$ cat src/rtl/plc_pkg.sv
// Shared constants for the accumulator sequencer: opcodes, FSM states and
// accumulator source-select codes.
package plc_pkg;

  localparam int PC_W    = 8;
  localparam int INSTR_W = 16;
  localparam int DATA_W  = 8;

  localparam logic [3:0] OP_NOP  = 4'h0;
  localparam logic [3:0] OP_LDI  = 4'h1;
  localparam logic [3:0] OP_LD   = 4'h2;
  localparam logic [3:0] OP_ALU  = 4'h3;
  localparam logic [3:0] OP_ST   = 4'h4;
  localparam logic [3:0] OP_JMP  = 4'h5;
  localparam logic [3:0] OP_JZ   = 4'h6;
  localparam logic [3:0] OP_HALT = 4'hF;

  localparam logic [1:0] SRC_IMM = 2'b00;
  localparam logic [1:0] SRC_RAM = 2'b01;
  localparam logic [1:0] SRC_ALU = 2'b10;

  typedef enum logic [2:0] {
    S_IDLE,
    S_FETCH,
    S_DECODE,
    S_WAIT,
    S_WB,
    S_HALT
  } state_e;

  // Opcodes 7..E have no meaning and must trap.
  function automatic logic op_legal(input logic [3:0] op);
    return (op <= OP_JZ) || (op == OP_HALT);
  endfunction

endpackage

$ cat src/rtl/accu_sequencer_if.sv
// Bus between the sequencer and its program memory, data RAM, accumulator
// and ALU. The master side is the sequencer.
interface accu_sequencer_if;

  logic                               START;
  logic [plc_pkg::PC_W-1:0]           PROG_ADDR;
  logic [plc_pkg::INSTR_W-1:0]        PROG_DATA;
  logic [plc_pkg::DATA_W-1:0]         RAM_ADDR;
  logic                               RAM_WE;
  logic [plc_pkg::DATA_W-1:0]         RAM_WDATA;
  logic [plc_pkg::DATA_W-1:0]         ACCUMULATOR;
  logic                               ACCUA_WE;
  logic [1:0]                         ACCUA_OPCode;
  logic [plc_pkg::DATA_W-1:0]         ACCUA_ArgToSet;
  logic [3:0]                         ALU_OPCode;
  logic                               BUSY;
  logic                               HALTED;
  logic                               ERR;

  modport master (
    input  START, PROG_DATA, ACCUMULATOR,
    output PROG_ADDR, RAM_ADDR, RAM_WE, RAM_WDATA, ACCUA_WE, ACCUA_OPCode,
           ACCUA_ArgToSet, ALU_OPCode, BUSY, HALTED, ERR
  );

  modport slave (
    output START, PROG_DATA, ACCUMULATOR,
    input  PROG_ADDR, RAM_ADDR, RAM_WE, RAM_WDATA, ACCUA_WE, ACCUA_OPCode,
           ACCUA_ArgToSet, ALU_OPCode, BUSY, HALTED, ERR
  );

endinterface

$ cat src/rtl/accu_seq_decode.sv
// Combinational instruction field split: [15:12] opcode, [11:8] ALU op,
// [7:0] immediate/address, plus an illegal-opcode flag.
module accu_seq_decode
  import plc_pkg::*;
(
  input  logic [INSTR_W-1:0] i_instr,
  output logic [3:0]         o_opcode,
  output logic [3:0]         o_alu_op,
  output logic [DATA_W-1:0]  o_arg,
  output logic               o_illegal
);

  assign o_opcode  = i_instr[15:12];
  assign o_alu_op  = i_instr[11:8];
  assign o_arg     = i_instr[7:0];
  assign o_illegal = !op_legal(i_instr[15:12]);

endmodule

$ cat src/rtl/accu_sequencer.sv
// Accumulator-machine sequencer: fetches 16-bit instructions, drives the
// accumulator/RAM/ALU controls and owns the PC and error flag.
module accu_sequencer
  import plc_pkg::*;
(
  input  logic              CLK,
  input  logic              RST,
  accu_sequencer_if.master  bus
);

  state_e               r_state, w_next;
  logic [PC_W-1:0]      r_pc, w_pc_next, w_pc_inc;
  logic [INSTR_W-1:0]   r_ir, w_ir_next, w_instr;
  logic                 r_err, w_err_next;

  logic [3:0]           w_opcode, w_alu_op;
  logic [DATA_W-1:0]    w_arg;
  logic                 w_illegal;

  logic [DATA_W-1:0]    w_ram_addr, w_ram_wdata, w_acc_arg;
  logic                 w_ram_we, w_acc_we;
  logic [1:0]           w_acc_sel;
  logic [3:0]           w_alu_sel;

  // In DECODE the instruction comes straight off the memory bus; later
  // states of a multi-cycle instruction work from the latched copy.
  assign w_instr  = (r_state == S_DECODE) ? bus.PROG_DATA : r_ir;
  assign w_pc_inc = r_pc + 8'd1;

  accu_seq_decode u_decode (
    .i_instr   (w_instr),
    .o_opcode  (w_opcode),
    .o_alu_op  (w_alu_op),
    .o_arg     (w_arg),
    .o_illegal (w_illegal)
  );

  always_ff @(posedge CLK or posedge RST) begin
    if (RST) begin
      r_state <= S_IDLE;
      r_pc    <= '0;
      r_ir    <= '0;
      r_err   <= 1'b0;
    end else begin
      r_state <= w_next;
      r_pc    <= w_pc_next;
      r_ir    <= w_ir_next;
      r_err   <= w_err_next;
    end
  end

  always_comb begin
    w_next      = r_state;
    w_pc_next   = r_pc;
    w_ir_next   = r_ir;
    w_err_next  = r_err;
    w_ram_addr  = '0;
    w_ram_we    = 1'b0;
    w_ram_wdata = '0;
    w_acc_we    = 1'b0;
    w_acc_sel   = SRC_IMM;
    w_acc_arg   = '0;
    w_alu_sel   = '0;
    unique case (r_state)
      S_IDLE, S_HALT: begin
        if (bus.START) begin
          w_pc_next  = '0;
          w_err_next = 1'b0;
          w_next     = S_FETCH;
        end
      end
      S_FETCH: w_next = S_DECODE;
      S_DECODE: begin
        w_ir_next = bus.PROG_DATA;
        w_next    = S_FETCH;
        if (w_illegal) begin
          w_err_next = 1'b1;
          w_next     = S_HALT;
        end else begin
          case (w_opcode)
            OP_LDI: begin
              w_acc_we  = 1'b1;
              w_acc_sel = SRC_IMM;
              w_acc_arg = w_arg;
              w_pc_next = w_pc_inc;
            end
            OP_LD: begin
              w_ram_addr = w_arg;
              w_next     = S_WAIT;
            end
            OP_ALU: begin
              w_alu_sel = w_alu_op;
              w_next    = S_WAIT;
            end
            OP_ST: begin
              w_ram_we    = 1'b1;
              w_ram_addr  = w_arg;
              w_ram_wdata = bus.ACCUMULATOR;
              w_pc_next   = w_pc_inc;
            end
            OP_JMP:  w_pc_next = w_arg;
            OP_JZ:   w_pc_next = (bus.ACCUMULATOR == 8'd0) ? w_arg : w_pc_inc;
            OP_HALT: w_next    = S_HALT;
            default: w_pc_next = w_pc_inc;
          endcase
        end
      end
      S_WAIT, S_WB: begin
        // Address/ALU select stay stable until the accumulator captures.
        if (w_opcode == OP_LD) w_ram_addr = w_arg;
        else                   w_alu_sel  = w_alu_op;
        if (r_state == S_WAIT) begin
          w_next = S_WB;
        end else begin
          w_acc_we  = 1'b1;
          w_acc_sel = (w_opcode == OP_LD) ? SRC_RAM : SRC_ALU;
          w_pc_next = w_pc_inc;
          w_next    = S_FETCH;
        end
      end
      default: w_next = S_IDLE;
    endcase
  end

  assign bus.PROG_ADDR      = r_pc;
  assign bus.RAM_ADDR       = w_ram_addr;
  assign bus.RAM_WE         = w_ram_we;
  assign bus.RAM_WDATA      = w_ram_wdata;
  assign bus.ACCUA_WE       = w_acc_we;
  assign bus.ACCUA_OPCode   = w_acc_sel;
  assign bus.ACCUA_ArgToSet = w_acc_arg;
  assign bus.ALU_OPCode     = w_alu_sel;
  assign bus.BUSY           = (r_state != S_IDLE) && (r_state != S_HALT);
  assign bus.HALTED         = (r_state == S_HALT);
  assign bus.ERR            = r_err;

endmodule

$ cat src/flat_wrapper.sv
// flat-port wrapper written by rule: the top's interface ports become plain ports
module accu_sequencer_flat import plc_pkg::*;
  (CLK, RST, bus_START, bus_PROG_DATA, bus_ACCUMULATOR, bus_PROG_ADDR, bus_RAM_ADDR, bus_RAM_WE, bus_RAM_WDATA, bus_ACCUA_WE, bus_ACCUA_OPCode, bus_ACCUA_ArgToSet, bus_ALU_OPCode, bus_BUSY, bus_HALTED, bus_ERR);
  accu_sequencer_if bus_i ();
  input  logic CLK;
  input  logic RST;
  input wire logic [$bits(bus_i.START)-1:0] bus_START;
  input wire logic [$bits(bus_i.PROG_DATA)-1:0] bus_PROG_DATA;
  input wire logic [$bits(bus_i.ACCUMULATOR)-1:0] bus_ACCUMULATOR;
  output wire logic [$bits(bus_i.PROG_ADDR)-1:0] bus_PROG_ADDR;
  output wire logic [$bits(bus_i.RAM_ADDR)-1:0] bus_RAM_ADDR;
  output wire logic [$bits(bus_i.RAM_WE)-1:0] bus_RAM_WE;
  output wire logic [$bits(bus_i.RAM_WDATA)-1:0] bus_RAM_WDATA;
  output wire logic [$bits(bus_i.ACCUA_WE)-1:0] bus_ACCUA_WE;
  output wire logic [$bits(bus_i.ACCUA_OPCode)-1:0] bus_ACCUA_OPCode;
  output wire logic [$bits(bus_i.ACCUA_ArgToSet)-1:0] bus_ACCUA_ArgToSet;
  output wire logic [$bits(bus_i.ALU_OPCode)-1:0] bus_ALU_OPCode;
  output wire logic [$bits(bus_i.BUSY)-1:0] bus_BUSY;
  output wire logic [$bits(bus_i.HALTED)-1:0] bus_HALTED;
  output wire logic [$bits(bus_i.ERR)-1:0] bus_ERR;
  assign bus_i.START = bus_START;
  assign bus_i.PROG_DATA = bus_PROG_DATA;
  assign bus_i.ACCUMULATOR = bus_ACCUMULATOR;
  assign bus_PROG_ADDR = bus_i.PROG_ADDR;
  assign bus_RAM_ADDR = bus_i.RAM_ADDR;
  assign bus_RAM_WE = bus_i.RAM_WE;
  assign bus_RAM_WDATA = bus_i.RAM_WDATA;
  assign bus_ACCUA_WE = bus_i.ACCUA_WE;
  assign bus_ACCUA_OPCode = bus_i.ACCUA_OPCode;
  assign bus_ACCUA_ArgToSet = bus_i.ACCUA_ArgToSet;
  assign bus_ALU_OPCode = bus_i.ALU_OPCode;
  assign bus_BUSY = bus_i.BUSY;
  assign bus_HALTED = bus_i.HALTED;
  assign bus_ERR = bus_i.ERR;
  accu_sequencer u_core (.CLK(CLK), .RST(RST), .bus(bus_i));
endmodule
$ cat config.mk
export PLATFORM = sky130hd
export DESIGN_NAME = accu_sequencer_flat
export DESIGN_NICKNAME = d
export VERILOG_FILES = /design/src/rtl/plc_pkg.sv /design/src/rtl/accu_sequencer_if.sv /design/src/rtl/accu_seq_decode.sv /design/src/rtl/accu_sequencer.sv /design/src/flat_wrapper.sv
export SDC_FILE = /design/constraint.sdc
export NUM_CORES = 1
export LEC_CHECK = 0
export ABC_AREA = 1
export ABC_CLOCK_PERIOD_IN_PS = 6700
export BUFFER_PORTS_ARGS = -buffer_cell sky130_fd_sc_hd__buf_2
export CAP_MARGIN = 10
export CORE_ASPECT_RATIO = 0.6
export CORE_MARGIN = 3
export CORE_UTILIZATION = 55
export CTS_BUF_LIST = sky130_fd_sc_hd__clkbuf_16
export DETAILED_ROUTE_END_ITERATION = 7
export GPL_ROUTABILITY_DRIVEN = 0
export GPL_TIMING_DRIVEN = 0
export PLACE_DENSITY = 0.95
export SETUP_SLACK_MARGIN = 0.2
export SLEW_MARGIN = 20
export SYNTH_ARGS = -nofsm -noshare
export SYNTH_HDL_FRONTEND = slang
export SYNTH_HIERARCHICAL = 1
export SYNTH_SLANG_ARGS = --single-unit
$ cat constraint.sdc
create_clock -name CLK -period 6.7 [get_ports CLK]
set_clock_uncertainty 0.1 [all_clocks]
set_input_delay 0.335 -clock CLK [delete_from_list [all_inputs] [get_ports CLK]]
set_output_delay 0.335 -clock CLK [all_outputs]
set_load 0.01 [all_outputs]
Yosys cells after proc, flatten, opt, wreduce, memory -nomap -nowiden
Cells that the tools add are included.
{ "totals": {"regBits": 28, "input_bits": 27, "out_inout_bits": 43, "wordCells": 77} }
{ "classes": {"add_sub_neg": 1, "magnitude_cmp": 1, "n_eq_ne": 18, "mux": 39, "reduce_logical": 14} }
{ "ops": {"columns": ["cell", "count"], "rows": [
  ["8-bit two-way mux", 13],
  ["8-bit case mux with 3 select lines", 2],
  ["16-bit two-way mux", 1],
  ["8-bit case mux with 2 select lines", 1],
  ["4-bit by 3-bit equality test with 1-bit output (second input constant)", 3],
  ["4-bit two-way mux", 3],
  ["3-bit case mux with 4 select lines", 1],
  ["2-bit != test (second input constant)", 5],
  ["3-bit two-way mux", 3],
  ["8-bit by 1-bit adder with 8-bit output (second input constant)", 1],
  ["4-bit by 2-bit equality test with 1-bit output (second input constant)", 2],
  ["8-bit zero test", 1],
  ["1-bit two-way mux", 8],
  ["4-bit case mux with 2 select lines", 1],
  ["2-bit OR reduction", 4],
  ["3-bit by 2-bit equality test with 1-bit output (second input constant)", 2],
  ["3-bit equality test (second input constant)", 2],
  ["2-bit two-way mux", 3],
  ["3-bit case mux with 2 select lines", 1],
  ["3-bit nonzero test", 2],
  ["5-bit AND reduction", 1],
  ["4-bit by 1-bit equality test with 1-bit output (second input constant)", 1],
  ["4-bit equality test (second input constant)", 1],
  ["4-bit by 3-bit <= comparator with 1-bit output (second input constant)", 1],
  ["9 further kinds", 10]
]} }

Logic depth before layout (Yosys ltp)
Gate-level depths: netlist of the first run.
{ "depth": {"ltp_word": 7, "ltp_mapped": 18, "ltp_nobuf": 17} }

Cells and area by module
The synthesis of the first run kept the hierarchy.
{ "modules_own_cells": {"columns": ["module", "instances", "cells_per_inst", "area_each_um2", "seq_area_each_um2"], "rows": [
  ["accu_sequencer", 1, 306, 1926.8, 700.7],
  ["accu_seq_decode", 1, 21, 142.6, 0.0]
]} }

Worst setup path before layout of the first run
OpenSTA, ideal clock, no wires.
{ "synth_path": {"path_kind": "register to output", "start": "register u_core.r_state[2]", "end": "output port bus_ALU_OPCode[0]", "arrival_ns": 2.082, "t_required_ns": 6.265, "path_slack_ns": 4.183, "path_stages_with_launch": 16, "path_buffers": 2, "path_cell_list": "dfrtp_1 -> inv_1 -> nand2_2 -> nor2_4 -> inv_1 -> buf_2 -> nand2_1 -> nand2_1 -> buf_4 -> inv_1 -> nand2_1 -> nor2_1 -> inv_1 -> nor3_1 -> o21ai_1 -> nor2_1"} }
{ "synth_via": {"elab_chain_len": 6, "elab_cells_between_ends": 14, "cone_classes": "order compare: 1; eq/ne: 6; mux: 5; reduce/logical: 2"} }
{ "synth_rtl": {"columns": ["item", "line_no", "rtl"], "rows": [
  ["start, declared", "accu_sequencer.sv:11", "state_e r_state, w_next;"],
  ["start signal, assigned", "accu_sequencer.sv:45", "r_state <= w_next;"],
  ["3-bit by 2-bit equality test with 1-bit output (*)", "accu_sequencer.sv:27", "assign w_instr = (r_state == S_DECODE) ? bus.PROG_DATA : r_ir;"],
  ["16-bit two-way mux (*)", "accu_sequencer.sv:27", null],
  ["named net u_core.w_instr[14]", "accu_sequencer.sv:13", "logic [INSTR_W-1:0] r_ir, w_ir_next, w_instr;"],
  ["4-bit by 3-bit <= comparator with 1-bit output, or another cell as far along", "plc_pkg.sv:33", "return (op <= OP_JZ) || (op == OP_HALT);"],
  ["1-bit logical OR or 4-bit two-way mux (tied branches)", "plc_pkg.sv:33, accu_sequencer.sv:80", null],
  ["4-bit two-way mux", "accu_sequencer.sv:76", "if (w_illegal) begin"],
  ["4-bit case mux with 2 select lines (*)", "accu_sequencer.sv:64", "unique case (r_state)"],
  ["end, declared", "flat_wrapper.sv:17", "output wire logic [$bits(bus_i.ALU_OPCode)-1:0] bus_ALU_OPCode;"]
]} }
Mark *: on every way through the listed nets, which the timed path passes. The rest lies on a longest branch.

Worst setup path in the final report of the first run
Same ends and word-level chain as after synthesis.

==> flow_summary.ini, run 1 <==
[critical_path]
worstPathArrival_ps = 2950
criticalPathCategory = reg2out
path_max_fanout = 10
cp_data_required_time_ps = 6260
critPathLaunchType = flop
crit_path_end_kind = output pin

[routing]
wl_met1_microns = 2440
avgViaCountPerCell = 5.10
dr_wl_met2_microns = 2430
first_pass_iters = 5
via_count = 2270
wl_met3_microns = 631
ant_nets = 0
top_layer_used = met4
routed_wl_microns = 5540
routedWlPerCell_microns = 12.4
drt_drc_violations_left = 0
drtIter0Drc = 247

[layout]
area_growth_pct = 24.5
antenna_cells = 0
drive_above_1_share = 0.275
instances_no_fill = 445
fin_nets = 429

[global_routing]
grt_max_degree = 29
antenna_found_initial = 0
globalRouteOverflowTotal = 0
grtUsageTotal = 0.247
grt_pass1_wl_microns = 8950
grt_pass1_vias = 2055

[power]
power_density_nw_per_um2 = 458
irDropWorstVdd_uv = 273
p_leak_uw = 0.00156

[sta]
max_freq_mhz = 295
setup_viol = 0
tightest_slew_ps = 583
fin_crit_sh = 0.505
fin_crit_ps = 3390
slew_viol_final = 0
rsz0062_at_grt = false
setup_slack_ps = 3310
fin_tns_setup_ps = 0
relSlewSlack = 0.611
hold_viol = 0

[logic_synthesis]
syn-cell-area_sq_um = 2070
ys_types = 26
synth_warnings = 6
seq_area_frac_synth = 0.339
yosys_register_bits = 28
synthCells = 327
syn_nets = 355
synth_area_per_cell_sq_um = 6.33

[outcome]
status = complete, no violations

[floorplan]
dieWidth_microns = 85.2
fp-row-count = 16
die_h_microns = 53.5
initial_core_util = 0.605
core-area_sq_um = 3420
ios = 70
dieArea_sq_um = 4560

[clock_network]
clock_latency_ps = 260
clock_sinks = 28
cts_resized = 0
clk_pin_slew_worst_paths_ps = 70
cts_setup_buffers = 0
clockBufferDepth = 2
cts_root_buf = clkbuf_16
cts_tree = built
h-tree-depth = 1
cts_made_buffers = 3
holdBufCountCts = 0

[place]
hpwl_microns = 4240
numPortBuffers = 69
dp_slack_ps = 3680
dpl.cell_count = 441

[hold_path]
hold_class = in2async

[flow_run]
cap_violations = 0
[cells in the mapped netlist]
cell type  count  area [sq um]
buf_4         19           143
a21boi_0       2          15.0
o21ai_0        5          25.0
inv_2          3          11.3
buf_2          1          5.00
xnor2_1        2          17.5
o21ai_2        1          8.76
nand3b_1       1          7.51
nand2_4        2          22.5
nand4_1        5          31.3
inv_1         47           176
nor2_2         1          6.26
dfrtp_1       28           701
nand2_1      105           394
nand3_1       23           115
nand2_2        4          25.0
o22ai_4        1          20.0
a21oi_1        5          25.0
nor3_1         1          5.00
o32ai_1        1          8.76
o21ai_1        1          5.00
nand4_2        1          12.5
nor2_4         3          33.8
nor2_1        63           236
ha_1           1          12.5
and2_1         1          6.26
[worst paths after layout]
path / from / to / slack, ps / cells past startpoint
max: u_core/r_state[2]$_DFFE_PP0P_ / bus_ALU_OPCode[0] / 3310 / 16
min: RST / u_core/r_ir[7]$_DFF_PP0_ / 30 / 2
max reg2reg: u_core/r_state[2]$_DFFE_PP0P_ / u_core/bus.PROG_ADDR[1]$_DFFE_PP0P_ / 3790 / 17
min reg2reg: u_core/r_ir[4]$_DFF_PP0_ / u_core/r_ir[4]$_DFF_PP0_ / 370 / 2
max in group asynchronous: RST / u_core/bus.PROG_ADDR[3]$_DFFE_PP0P_ / 6080 / 2
min in group CLK: bus_PROG_DATA[9] / u_core/r_ir[9]$_DFF_PP0_ / 190 / 3
[per-stage QoR]
stage	util	hold slack [ps]	cell area, sq um	total power [uW]
floorplan	-	300	2070	818
global placement	0.722	351	2470	954
detailed placement	0.722	356	2470	986
CTS	0.753	186	2580	1170
global route	0.753	87.4	2580	1280
finish	0.753	26.8	2580	1180
[cells by family (layout without fill, tap and decap cells)]
family | after synthesis | in the layout | share of synthesized area
buffers and inverters | 70 | 143 | 0.162
DFF | 28 | 28 | 0.339
AOI/OAI and AO/OA | 16 | 16 | 0.0520
adders and majority gates | 1 | 1 | 0.00604
xor gates and xnor gates | 2 | 2 | 0.00847
and+or+nand+nor | 210 | 210 | 0.433
[critical path, stage by stage, from the launching register on]
cell and delay [ps]:
dfrtp_1 420, inv_1 120, nand2_2 110, nor2_4 210, inv_1 170, buf_2 220, nand2_1 70, nand2_1 100
buf_4 170, inv_1 80, nand2_1 80, nor2_1 160, inv_1 90, nor3_1 230, o21ai_1 180, nor2_1 120
buf_2 140
[power breakdown]
part           total (uW)  switching (uW)  internal (uW)
Combinational         705             442            263
Sequential            297            49.3            248
Clock                 177            58.4            119
Total                1180             550            630
[routing by layer]
layer	track usage	vias to the layer above
li1	-	1128
met1	0.310	1018
met2	0.437	118
met3	0.0700	6
met4	0.0421	0
met5	0	-
[cell type report]
| class | count | area, sq um |
|---|---|---|
| buffer | 20 | 148 |
| sequential | 28 | 701 |
| inverter | 50 | 188 |
| multi-input combinational | 229 | 1030 |
| clock inverter | 1 | 30.0 |
| fill | 282 | 847 |
| tap | 45 | 56.3 |
| timing repair buffer | 69 | 345 |
| clock buffer | 3 | 75.1 |
[state kept, by name, summed over array words and instances (netlist names)]
signal and count:
u_core/r_ir 16, u_core/bus.PROG_ADDR 8, u_core/bus.ERR 1, u_core/r_state 3
[layout by cell type, fill, tap and decap left out, drive strengths merged, types with 2 or more instances in the layout]
cell	instances
nand2	111
buf	89
inv	50
o21ai	7
clkbuf	3
nor2	67
a21boi	2
nand3	23
nand4	6
dfrtp	28
a21oi	5
xnor2	2
(Power assumes the default switching activity.)
==> inputs of run 2 (changes only) <==
--- a/config.mk
+++ b/config.mk
@@ -6,17 +6,17 @@
 export NUM_CORES = 1
 export LEC_CHECK = 0
 export ABC_AREA = 1
-export ABC_CLOCK_PERIOD_IN_PS = 6700
+export ABC_CLOCK_PERIOD_IN_PS = 3300
 export BUFFER_PORTS_ARGS = -buffer_cell sky130_fd_sc_hd__buf_2
 export CAP_MARGIN = 10
 export CORE_ASPECT_RATIO = 0.6
 export CORE_MARGIN = 3
-export CORE_UTILIZATION = 55
+export CORE_UTILIZATION = 51
 export CTS_BUF_LIST = sky130_fd_sc_hd__clkbuf_16
 export DETAILED_ROUTE_END_ITERATION = 7
 export GPL_ROUTABILITY_DRIVEN = 0
 export GPL_TIMING_DRIVEN = 0
-export PLACE_DENSITY = 0.95
+export PLACE_DENSITY = 0.9
 export SETUP_SLACK_MARGIN = 0.2
 export SLEW_MARGIN = 20
 export SYNTH_ARGS = -nofsm -noshare
==> constraint.sdc (replaced) <==
create_clock -name CLK -period 3.3 [get_ports CLK]
set_clock_uncertainty 0.1 [all_clocks]
set_input_delay 0.165 -clock CLK [delete_from_list [all_inputs] [get_ports CLK]]
set_output_delay 0.165 -clock CLK [all_outputs]
set_load 0.01 [all_outputs]
==> flow_summary.ini, run 2 (synthesis gave the netlist of run 1 again) <==
[critical_path]
cp_data_required_time_ps = 3030
r2r_cells = 17
path_max_fanout = 10
cp-endpoint = bus_RAM_WDATA[2]
critPathLaunchType = flop
rr_endpoint = u_core/bus.PROG_ADDR[7]$_DFFE_PP0P_
rr_startpoint = u_core/r_state[2]$_DFFE_PP0P_
r2r_setup_slack_ps = 620
crit_path_end_kind = output pin
cp-startpoint = u_core/r_state[2]$_DFFE_PP0P_
worstPathArrival_ps = 2630
criticalPathCategory = reg2out

[sta]
fin_crit_ps = 2900
setup_viol = 0
max_freq_mhz = 345
rsz0062_at_grt = false
hold_viol = 0
tightest_slew_ps = 589
relSlewSlack = 0.607
fin_tns_setup_ps = 0
fin_crit_sh = 0.878
slew_viol_final = 0
setup_slack_ps = 403

[layout]
final_common_cell = nand2_1
largest_register = u_core/r_ir
final_cell_mix = 105 x nand2_1, 70 x buf_2, 61 x nor2_1
area_growth_pct = 25.3
antenna_cells = 0
drive_above_1_share = 0.286
fin_nets = 431
largest_reg_flops = 16

[power]
p_leak_uw = 0.00155
total_power_uw = 2320
irDropWorstVdd_uv = 494
power_density_nw_per_um2 = 896

[floorplan]
fp-row-count = 17
die_h_microns = 55.3
ios = 70
dieWidth_microns = 88.2
dieArea_sq_um = 4880
initial_core_util = 0.547
core-area_sq_um = 3790

[place]
dp_slack_ps = 473
numPortBuffers = 69
hpwl_microns = 4080

[global_routing]
busiest_layer = met2
grt_max_degree = 29
met1_usage = 0.301
met2_usage = 0.337
antenna_found_initial = 0
grt_util_met3 = 0.0462
grt_pass1_wl_microns = 8370
grtUsageTotal = 0.214
globalRouteOverflowTotal = 0
grt_pass1_vias = 1947

[clock_network]
clock_latency_ps = 270
cts_tree = built
cts_made_buffers = 3
h-tree-depth = 1
clk_pin_slew_worst_paths_ps = 70
clock_sinks = 28
cts_root_buf = clkbuf_16
clockBufferDepth = 2

[routing]
drtIter0Drc = 223
via_count = 2240
routedWlPerCell_microns = 11.9
routed_wl_microns = 5350
first_pass_iters = 4
ant_nets = 0
avgViaCountPerCell = 4.99
drt_drc_violations_left = 0

[hold_path]
hold_class = in2reg

[flow_run]
cap_violations = 0

[outcome]
status = complete, no violations
==> run 2: power by group <==
| group | leakage, uW | switching (uW) | internal, uW |
|---|---|---|---|
| Clock | 0.0000385 | 118 | 163 |
| Combinational | 0.00116 | 890 | 546 |
| Sequential | 0.000349 | 103 | 504 |
| Total | 0.00155 | 1110 | 1210 |
==> run 2: per-stage QoR <==
stage | util | hold slack (ps) | instance area, sq um | instances
global placement | 0.653 | 290 | 2470 | 443
CTS | 0.677 | 16.9 | 2560 | 448
finish | 0.685 | 20.0 | 2590 | 449
detailed placement | 0.653 | 293 | 2470 | 443
floorplan | - | 130 | 2070 | 327
global route | 0.685 | 33.2 | 2590 | 449
==> run 2: worst max-delay path, cell delays in order, from the launching register on <==
cell and delay [ps]:
dfrtp_1 420, inv_1 120, nand2_2 100, nor2_4 140
buf_4 190, buf_4 180, nand2_1 80, nand2_1 120
nand3_1 100, nand2_1 70, nand2_1 60, inv_1 100
nand2_4 90, nor2_4 150, inv_1 160, nor2_1 130
buf_2 140
==> run 2: worst min-delay path by stage <==
| stage | to | slack [ps] | cells past startpoint | start |
|---|---|---|---|---|
| finish | u_core/r_ir[7]$_DFF_PP0_ | 20 | 3 | bus_PROG_DATA[7] |
| global placement | u_core/r_ir[8]$_DFF_PP0_ | 290 | 3 | bus_PROG_DATA[8] |
| floorplan | u_core/bus.ERR$_DFFE_PP0P_ | 130 | 1 | RST |
| global route | u_core/r_ir[8]$_DFF_PP0_ | 30 | 3 | bus_PROG_DATA[8] |
| CTS | u_core/r_ir[8]$_DFF_PP0_ | 20 | 3 | bus_PROG_DATA[8] |
| detailed placement | u_core/r_ir[8]$_DFF_PP0_ | 290 | 3 | bus_PROG_DATA[8] |
==> run 2: layout make-up <==
cell class                 instances  area (sq um)
timing repair buffer              71           363
inverter                          50           188
clock inverter                     1          3.75
buffer                            20           148
clock buffer                       3          75.1
tap                               47          58.8
sequential                        28           701
multi-input combinational        229          1060
fill                             336          1190
==> run 2: metal layers <==
metal / wire length, microns / share of wire
met3: 458 / 0.086
met4: 54 / 0.010
met1: 2490 / 0.47
met5: 0 / 0
met2: 2340 / 0.44
==> run 2: timing repair <==
item / CTS / global route
setup buffers: 1 / 0
pin swaps: 1 / 1
gates cloned: 0 / 0
hold buffers: 0 / 1
gates resized for setup: 1 / 5
setup endpoints to repair: 4 / 13
hold endpoints to repair: 0 / 28
==> inputs of run 3 (changes only) <==
--- a/config.mk
+++ b/config.mk
@@ -6,17 +6,18 @@
 export NUM_CORES = 1
 export LEC_CHECK = 0
 export ABC_AREA = 1
-export ABC_CLOCK_PERIOD_IN_PS = 3300
+export ABC_CLOCK_PERIOD_IN_PS = 3700
 export BUFFER_PORTS_ARGS = -buffer_cell sky130_fd_sc_hd__buf_2
 export CAP_MARGIN = 10
 export CORE_ASPECT_RATIO = 0.6
-export CORE_MARGIN = 3
-export CORE_UTILIZATION = 51
+export CORE_MARGIN = 2
+export CORE_UTILIZATION = 55
 export CTS_BUF_LIST = sky130_fd_sc_hd__clkbuf_16
 export DETAILED_ROUTE_END_ITERATION = 7
 export GPL_ROUTABILITY_DRIVEN = 0
 export GPL_TIMING_DRIVEN = 0
-export PLACE_DENSITY = 0.9
+export MAX_ROUTING_LAYER = met4
+export PLACE_DENSITY = 0.95
 export SETUP_SLACK_MARGIN = 0.2
 export SLEW_MARGIN = 20
 export SYNTH_ARGS = -nofsm -noshare
==> constraint.sdc (replaced) <==
create_clock -name CLK -period 3.7 [get_ports CLK]
set_clock_uncertainty 0.1 [all_clocks]
set_input_delay 0.185 -clock CLK [delete_from_list [all_inputs] [get_ports CLK]]
set_output_delay 0.185 -clock CLK [all_outputs]
set_load 0.01 [all_outputs]
==> flow_summary.ini, run 3 (synthesis gave the netlist of run 1 again) <==
[layout]
multi_input_area_sq_um = 1030
final_common_cell = nand2_1
area_growth_pct = 25.1
seqCellArea_sq_um = 701
drive_above_1_share = 0.274
filler_cell_count = 299
antenna_cells = 0
fin_nets = 430
largest_reg_flops = 16
final_core_util = 0.712
largest_register = u_core/r_ir
final_cell_mix = 105 x nand2_1, 70 x buf_2, 63 x nor2_1
instances_no_fill = 448

[floorplan]
core-area_sq_um = 3640
die_h_microns = 51.5
dieArea_sq_um = 4290
fp-row-count = 17
initial_core_util = 0.569
dieWidth_microns = 83.2
ios = 70

[critical_path]
cp_data_required_time_ps = 3410
worstPathArrival_ps = 2950
path_cells = inv_1 > nand2_2 > nor2_4 > inv_1 > buf_2 > nand2_1 > nand2_1 > buf_4 > inv_1 > nand2_1 > nor2_1 > inv_1 > o21ai_1 > nor2_1 > buf_2
critPathLaunchType = flop
r2r_setup_slack_ps = 810
crit_top_cell = inv_1
critPathSlowestCell = dfrtp_1
path_max_fanout = 10
crit_path_end_kind = output pin
critPathMaxStageDelay_ps = 430
criticalPathCategory = reg2out

[outcome]
status = complete, no violations

[routing]
routedWlPerCell_microns = 12.7
ant_nets = 0
drtIter0Drc = 182
avgViaCountPerCell = 5.19
via_count = 2327
drt_drc_violations_left = 0
routed_wl_microns = 5700
first_pass_iters = 6

[power]
p_int_uw = 1140
power_frac_comb = 0.600
irDropWorstVdd_uv = 512
power.switching_uw = 1010
seq_power_share = 0.251
power_density_nw_per_um2 = 832
clkPwrFrac = 0.149
p_leak_uw = 0.00156
switching_share = 0.470
total_power_uw = 2150

[clock_network]
clockBufferDepth = 2
holdBufCountCts = 0
cts_setup_buffers = 0
clock_latency_ps = 260
cts_resized = 0
clock_sinks = 28
cts_tree = built
cts_root_buf = clkbuf_16
clk_pin_slew_worst_paths_ps = 70
cts_made_buffers = 3
h-tree-depth = 1

[sta]
setup_viol = 0
fin_tns_setup_ps = 0
max_freq_mhz = 309
fin_crit_ps = 3230
tightest_slew_ps = 597
relSlewSlack = 0.601
fin_crit_sh = 0.874
rsz0062_at_grt = false
slew_viol_final = 0
setup_slack_ps = 466
hold_viol = 0

[global_routing]
grt_max_degree = 29
grtUsageTotal = 0.277
grt_pass1_vias = 2132
grt_pass1_wl_microns = 9230
globalRouteOverflowTotal = 0
antenna_found_initial = 0

[place]
dp_slack_ps = 853
hpwl_microns = 4260
numPortBuffers = 69
dpl.cell_count = 443

[flow_run]
cap_violations = 0

[hold_path]
hold_class = in2reg
[run 3: layout make-up]
type                            count  area share
Multi-Input combinational cell    229       0.399
Buffer                             20      0.0570
Clock buffer                        3      0.0290
Clock inverter                      1      0.0116
Sequential cell                    28       0.271
Tap cell                           47      0.0227
Inverter                           50      0.0725
Timing Repair Buffer               70       0.137
[run 3: worst paths after layout]
kind / depth (start not counted) / endpoint / startpoint
hold / removal: 3 / u_core/r_ir[8]$_DFF_PP0_ / bus_PROG_DATA[8]
setup / recovery: 15 / bus_ALU_OPCode[1] / u_core/r_state[2]$_DFFE_PP0P_
max in group asynchronous: 3 / u_core/r_ir[2]$_DFF_PP0_ / RST
hold reg to reg: 2 / u_core/r_ir[3]$_DFF_PP0_ / u_core/r_ir[3]$_DFF_PP0_
setup reg to reg: 17 / u_core/bus.PROG_ADDR[5]$_DFFE_PP0P_ / u_core/r_state[2]$_DFFE_PP0P_
min in group asynchronous: 3 / u_core/r_ir[6]$_DFF_PP0_ / RST
[run 3: worst max-delay path: cells and delay by family (launching register included)]
kind                   cells  cell delay [ps]
buffers and inverters      7             1040
flip-flops                 1              430
AND/OR/NAND/NOR            7             1000
AO/OA/AOI/OAI              1              230
[run 3: stage by stage]
step | instance area, sq um | hold slack [ps]
global route | 2590 | 56.5
finish | 2590 | 38.0
global placement | 2470 | 309
CTS | 2580 | 36.2
floorplan | 2070 | 150
detailed placement | 2470 | 312
[run 3: power groups by stage]
stage | clock network [uW] | logic [uW] | registers, uW
6_report | 321 | 1290 | 540
3_3_place_gp | 0 | 1190 | 537
3_5_place_dp | 0 | 1250 | 543
5_1_grt | 342 | 1420 | 559
2_1_floorplan | 0 | 938 | 544
4_1_cts | 326 | 1270 | 540
[run 3: routing by layer]
metal | vias up | global-route usage | part of all wire
met4 | 0 | 0.0601 | 0.0098
met1 | 1073 | 0.339 | 0.42
met2 | 118 | 0.492 | 0.48
met3 | 9 | 0.0540 | 0.099
met5 | - | - | 0
li1 | 1127 | - | -
